===== config.mk =====
export PLATFORM = sky130hd
export DESIGN_NAME = cnt_modn
export DESIGN_NICKNAME = d
export VERILOG_FILES = /design/src/rtl/cnt_pkg.sv /design/src/rtl/cnt_oh2bin.sv /design/src/rtl/cnt_modn.sv
export SDC_FILE = /design/constraint.sdc
export NUM_CORES = 1
export LEC_CHECK = 0
export CORE_AREA = 4 4 41 43
export CTS_BUF_LIST = sky130_fd_sc_hd__clkbuf_2
export DETAILED_ROUTE_END_ITERATION = 7
export DIE_AREA = 0 0 45 47
export PLACE_DENSITY = 0.68
export SKIP_CTS_REPAIR_TIMING = 1
export SYNTH_ARGS = -nofsm -noshare
export SYNTH_HDL_FRONTEND = slang
export SYNTH_SLANG_ARGS = --single-unit

===== constraint.sdc =====
create_clock -name clk -period 1.6 [get_ports clk]
set_clock_uncertainty 0.2 [all_clocks]
set_input_delay 0.24 -clock clk [delete_from_list [all_inputs] [get_ports clk]]
set_output_delay 0.24 -clock clk [all_outputs]
set_load 0.01 [all_outputs]

===== src/rtl/cnt_pkg.sv =====
// rtl/cnt_pkg.sv - shared encodings and width helper for the mod-N counter
package cnt_pkg;

  localparam int ENC_BIN = 0;
  localparam int ENC_OH  = 1;

  // Bits needed to index v states; returns 0 for v <= 1.
  function automatic int clog2(input int v);
    int r;
    r = 0;
    for (int i = 0; i < 31; i++) begin
      if ((1 << i) < v) r = i + 1;
    end
    return r;
  endfunction

endpackage


===== src/rtl/cnt_oh2bin.sv =====
// rtl/cnt_oh2bin.sv - one-hot to binary encoder for the counter's binary view
module cnt_oh2bin #(
  parameter int N = 5,
  parameter int W = 3
) (
  input  logic [N-1:0] i_oh,
  output logic [W-1:0] o_bin
);

  always_comb begin
    o_bin = '0;
    for (int k = 0; k < N; k++) begin
      if (i_oh[k]) o_bin = o_bin | W'(k);
    end
  end

endmodule


===== src/rtl/cnt_modn.sv =====
// rtl/cnt_modn.sv - modulo-N up/down counter with load, tc/wrap flags and selectable encoding
module cnt_modn
  import cnt_pkg::*;
#(
  parameter int N   = 5,
  parameter int W   = (clog2(N) < 1) ? 1 : clog2(N),
  parameter int ENC = ENC_BIN
) (
  input  logic         clk,
  input  logic         rst,
  input  logic         inc,
  input  logic         up,
  input  logic         ld,
  input  logic [W-1:0] ld_val,
  output logic [W-1:0] q_bin,
  output logic [N-1:0] q_oh,
  output logic         tc,
  output logic         wrap,
  output logic         err
);

  localparam int             SW  = (ENC == ENC_OH) ? N : W;
  localparam logic [W:0]     NW  = (W + 1)'(N);
  localparam logic [W-1:0]   NM1 = W'(N - 1);

  logic [SW-1:0] r_state;
  logic          r_err;
  logic          w_ld_ok;
  logic          w_legal;

  assign w_ld_ok = ({1'b0, ld_val} < NW);

  generate
    if (ENC == ENC_OH) begin : g_oh
      logic [N-1:0] w_up;
      logic [N-1:0] w_dn;
      logic [N-1:0] w_ld;

      // Rotations wrap inside N bits, so a non-power-of-two N never leaves the ring.
      always_comb begin
        w_up = '0;
        w_dn = '0;
        w_ld = '0;
        for (int k = 0; k < N; k++) begin
          w_up[(k + 1) % N] = r_state[k];
          w_dn[k]           = r_state[(k + 1) % N];
          w_ld[k]           = (ld_val == W'(k));
        end
      end

      assign w_legal = (r_state != '0) && ((r_state & (r_state - SW'(1))) == '0);

      always_ff @(posedge clk) begin
        if (rst) begin
          r_state <= SW'(1);
          r_err   <= 1'b0;
        end else if (ld && w_ld_ok) begin
          r_state <= w_ld;
          r_err   <= 1'b0;
        end else if (ld || !w_legal) begin
          r_state <= SW'(1);
          r_err   <= 1'b1;
        end else begin
          if (inc) r_state <= up ? w_up : w_dn;
          r_err <= 1'b0;
        end
      end

      cnt_oh2bin #(.N(N), .W(W)) u_oh2bin (
        .i_oh  (r_state),
        .o_bin (q_bin)
      );

      assign q_oh = r_state;
    end else begin : g_bin
      assign w_legal = ({1'b0, r_state} < NW);

      // Compare-and-reset at the ends rather than relying on W-bit rollover.
      always_ff @(posedge clk) begin
        if (rst) begin
          r_state <= '0;
          r_err   <= 1'b0;
        end else if (ld && w_ld_ok) begin
          r_state <= ld_val;
          r_err   <= 1'b0;
        end else if (ld || !w_legal) begin
          r_state <= '0;
          r_err   <= 1'b1;
        end else begin
          if (inc) begin
            if (up) r_state <= (r_state == NM1) ? '0 : r_state + W'(1);
            else    r_state <= (r_state == '0) ? NM1 : r_state - W'(1);
          end
          r_err <= 1'b0;
        end
      end

      assign q_bin = r_state;

      always_comb begin
        q_oh = '0;
        for (int k = 0; k < N; k++) begin
          q_oh[k] = (r_state == W'(k));
        end
      end
    end
  endgenerate

  assign tc   = (N == 1) ? 1'b1 : (up ? (q_bin == NM1) : (q_bin == '0));
  assign wrap = inc & ~ld & ~rst & tc;
  assign err  = r_err;

endmodule


==> results by stage <==
STA:
- Final hold analysis gives a worst-case slack of 0.4177 ns.
- Derived from the worst setup path, the maximum achievable clock frequency is 563.9 MHz.
- Once routing completed, OpenROAD measured the worst setup slack at -0.1735 ns.
- After layout, the worst path uses 110.8% of the clock period.
- The final sum of negative setup slack is -0.4706 ns.
- Setup violations remaining at the end of the flow were counted as 7.
- Counting I/O delays and the setup requirement, the final critical path takes 1.774 ns.
- The total count of hold-check failures in the final report came to 0.
- In this run the tightest slew margin relative to its limit is 70.98%.
- The actual slew at the worst max-slew pin is 0.4295 ns.
- Setup repair after global routing could not meet its margin everywhere.
- The max-slew violation count is 0.

Setup path:
- The critical path startpoint category is a flip-flop.
- The critical path goes through buf_4, ha_4, ha_2, a221o_1, a211oi_2.
- Data on the critical path is required at its endpoint by 1.53 ns.
- Broken down by cell family, the worst path's largest delay share belongs to compound AO/OA/AOI/OAI gates.
- On the critical path, the stage with the largest delay is an instance of dfxtp_4.
- The delay of the slowest critical-path stage is 0.35 ns.
- The worst setup path is captured at a flip-flop.
- In this run the worst path has a maximum fanout of 5.
- The arrival time at the worst endpoint is 1.71 ns.
- The type of the setup path with the least slack is flip-flop to flip-flop.
- Counting both buffers and inverters, the worst setup path holds a total of 1.

Synth:
- By instance count, the leading cell after synthesis is ha_1.
- The fraction of registers with async set/reset is 0%.
- Each instance of the synthesized netlist takes up on average 8.494 um^2.
- The predominant post-synthesis flop cell is dfxtp_1.
- Sorting the synthesized cells by area gives the leading types as dfxtp_1 18%, ha_1 17%, nor2b_1 7.1%, inv_1 4.2%, a21oi_1 3.4%.
- The synthesized design contains 4 register bits.
- Synthesis produced a netlist with a net count of 66.
- The number of warnings reported in the yosys synthesis log is 0.
- Sequential elements use 18.13% of the synthesized area.
- After synthesis the cells add up to 441.7 um^2.
- Synthesis handed over a netlist of 52 instances.
- The count of unique library cells instantiated by Yosys is 29.
- Of the post-synthesis cell area, the dominant cell type holds 18.13%.
- In the synthesized netlist, the cells that appear most often are 6 x ha_1, 5 x inv_1, 5 x nor2b_1, 4 x dfxtp_1, 3 x a21oi_1.
- Of all cell types, the one taking the most synthesized area is dfxtp_1.
- Counting flops with a built-in enable in the synthesized netlist gives 0.

Outcome:
- The final reports fail on negative setup slack.
- The run finished, with violations left.

Global routing:
- In the global route stage, met3 resource usage came out at 4.598%.
- The combined global-route utilization of all metal layers is 15.85%.
- In this run the most used layer during global routing was met2.
- The via count of the first global-routing pass is 536.
- Entering global routing, the biggest net connects 9 pins.
- The number of antenna violations at the first check in global routing is 0.
- Global routing finished with a remaining overflow of 0.
- The met2 track demand over resource in global routing is 23.73%.
- The wire length of the first global-routing pass is 2346 um.
- The fraction of met1 tracks used by global routing is 19.00%.

Worst hold path:
- The min-delay analysis places its worst path in the category input port to flip-flop.

Detailed routing:
- The number of remaining DRC errors is 0.
- The count of vias placed by the detailed router is 566.
- In the routed layout, each cell is associated on average with a via count of 5.145.
- The detailed-router iteration count before antenna repair is 4.
- The wire length per cell after detailed routing is 15.25 um.
- The number of nets with antenna violations after routing is 0.
- After the first detailed-routing iteration, the DRC count stood at 7.
- The aggregate routed wire length is 1677 um.

Power and ir drop:
- The internal power summed over all cells is 0.3351 mW.
- The sequential fraction of design power is 22.3%.
- The worst-case IR drop observed on VDD is 0.0003520 V.
- In this run the power spent charging and discharging nets is 0.1788 mW.
- The static leakage is 0.4602 nW.
- Of the total power, combinational logic draws 54.8%.
- Of the total power, the share spent switching nets is 34.79%.
- The share of total power dissipated in the clock network is 22.9%.
- The post-layout total power is 0.5138 mW.
- Dividing total power by cell area gives a power density of 568.8 mW/mm^2.

CTS:
- The library cell used as clock root buffer is clkbuf_2.
- The total number of clock tree sinks is 4.
- Counting the buffers created by CTS gives 3.
- The maximum count of clock buffers along a single path is 2.
- For the worst-skew pair, the clock arrives at the later sink with an insertion delay of 0.21 ns.
- The clock transition at the registers of the reported paths is 0.06 ns.
- The maximum level of the CTS H-tree is 1.
- TritonCTS built the clock tree.

Placement:
- The detailed placer's ending HPWL is 1024 um.
- The count of buffers from port buffering is 18.
- At the end of routability-driven placement, the weighted congestion stood at 0.7937.
- The worst setup slack after placement is -0.5243 ns.

Cells and area:
- The relative area change from synthesis to final layout is 104.5%.
- The fill cell instance count of the final layout is 122.
- The net count of the finished layout is 110.
- The repair_antennas step left the layout with diodes totalling 0.
- In the final layout, the share of cells above drive strength 1 is 55.79%.

Floorplanning:
- The area of the die is 0.002115 mm^2.
- Pin placement for this block handled 19 I/O pins.
- In this run the vertical extent of the chip is 47 um.
- The starting density of the core is 33.94%.
- The chip width is 45 um.
- The floorplan has 13 rows.
- The core region area is 0.001301 mm^2.

Run:
- The max capacitance violation total is 0.
[metrics by stage]
stage          util (%)  instance area (um^2)  cells
2_1_floorplan         -                 471.7     52
6_report          69.42                 903.4    110
3_3_place_gp      59.62                 775.7    100
4_1_cts           61.15                 795.8    104
5_1_grt           69.42                 903.4    110
3_5_place_dp      59.62                 775.7    100
[registers in the layout, summed over array words and instances (netlist names)]
name   cells
err        1
q_bin      3
[worst paths after layout]
kind,cells past startpoint,end,slack [ns],start
hold / removal,4,q_bin[2]$_SDFFE_PP0P_,0.42,up
setup reg to reg,5,q_bin[2]$_SDFFE_PP0P_,-0.17,q_bin[1]$_SDFFE_PP0P_
hold reg to reg,4,q_bin[1]$_SDFFE_PP0P_,0.54,q_bin[1]$_SDFFE_PP0P_
setup / recovery,5,q_bin[2]$_SDFFE_PP0P_,-0.17,q_bin[1]$_SDFFE_PP0P_
[worst reg2reg max path, stage by stage, from the launching register on]
cell	delay (ns)
dfxtp_4	0.35
buf_4	0.16
ha_4	0.16
ha_2	0.25
a221o_1	0.35
a211oi_2	0.22
[logic make-up (layout without fill, tap and decap cells)]
family          count (synthesis)  after routing  share of synthesized area [%]
compound gates                 16             16                          27.20
xor+xnor                        1              1                          1.983
buf+inv                         7             50                          7.931
fa+ha+maj                       6              6                          17.00
mux                             1              1                          3.398
flops                           4              4                          18.13
simple gates                   17             17                          24.36
[cell usage in the layout, fill, tap and decap left out, drive strengths merged, types with 2 or more instances in the layout]
| cell | n |
|---|---|
| a21o | 2 |
| buf | 27 |
| nor2 | 2 |
| dlymetal6s2s | 4 |
| clkdlybuf4s50 | 7 |
| a21oi | 3 |
| clkbuf | 7 |
| inv | 5 |
| a211oi | 2 |
| dfxtp | 4 |
| ha | 6 |
| and3 | 2 |
| o21ai | 2 |
| nor2b | 5 |
| and2 | 2 |
[power groups by stage]
stage / sequential [mW] / clock [mW] / combinational, mW
2_1_floorplan: 0.123 / 0 / 0.106
3_3_place_gp: 0.116 / 0 / 0.230
3_5_place_dp: 0.115 / 0 / 0.233
4_1_cts: 0.114 / 0.124 / 0.234
5_1_grt: 0.116 / 0.134 / 0.307
6_report: 0.115 / 0.117 / 0.282
[layer usage]
layer | vias up | routed length (um)
li1 | 278 | -
met1 | 270 | 678
met2 | 16 | 906
met3 | 2 | 67
met4 | 0 | 25
met5 | - | 0
[layout make-up]
type / instances / area (um^2) / area share, %
multi-input cells: 41 / 402.9 / 44.60
repair buffers: 41 / 349.1 / 38.64
flip-flops and latches: 4 / 88.84 / 9.834
inverters: 5 / 23.77 / 2.632
clock buffers: 4 / 20.02 / 2.216
well taps: 15 / 18.77 / 2.078
(Power assumes the default switching activity.)
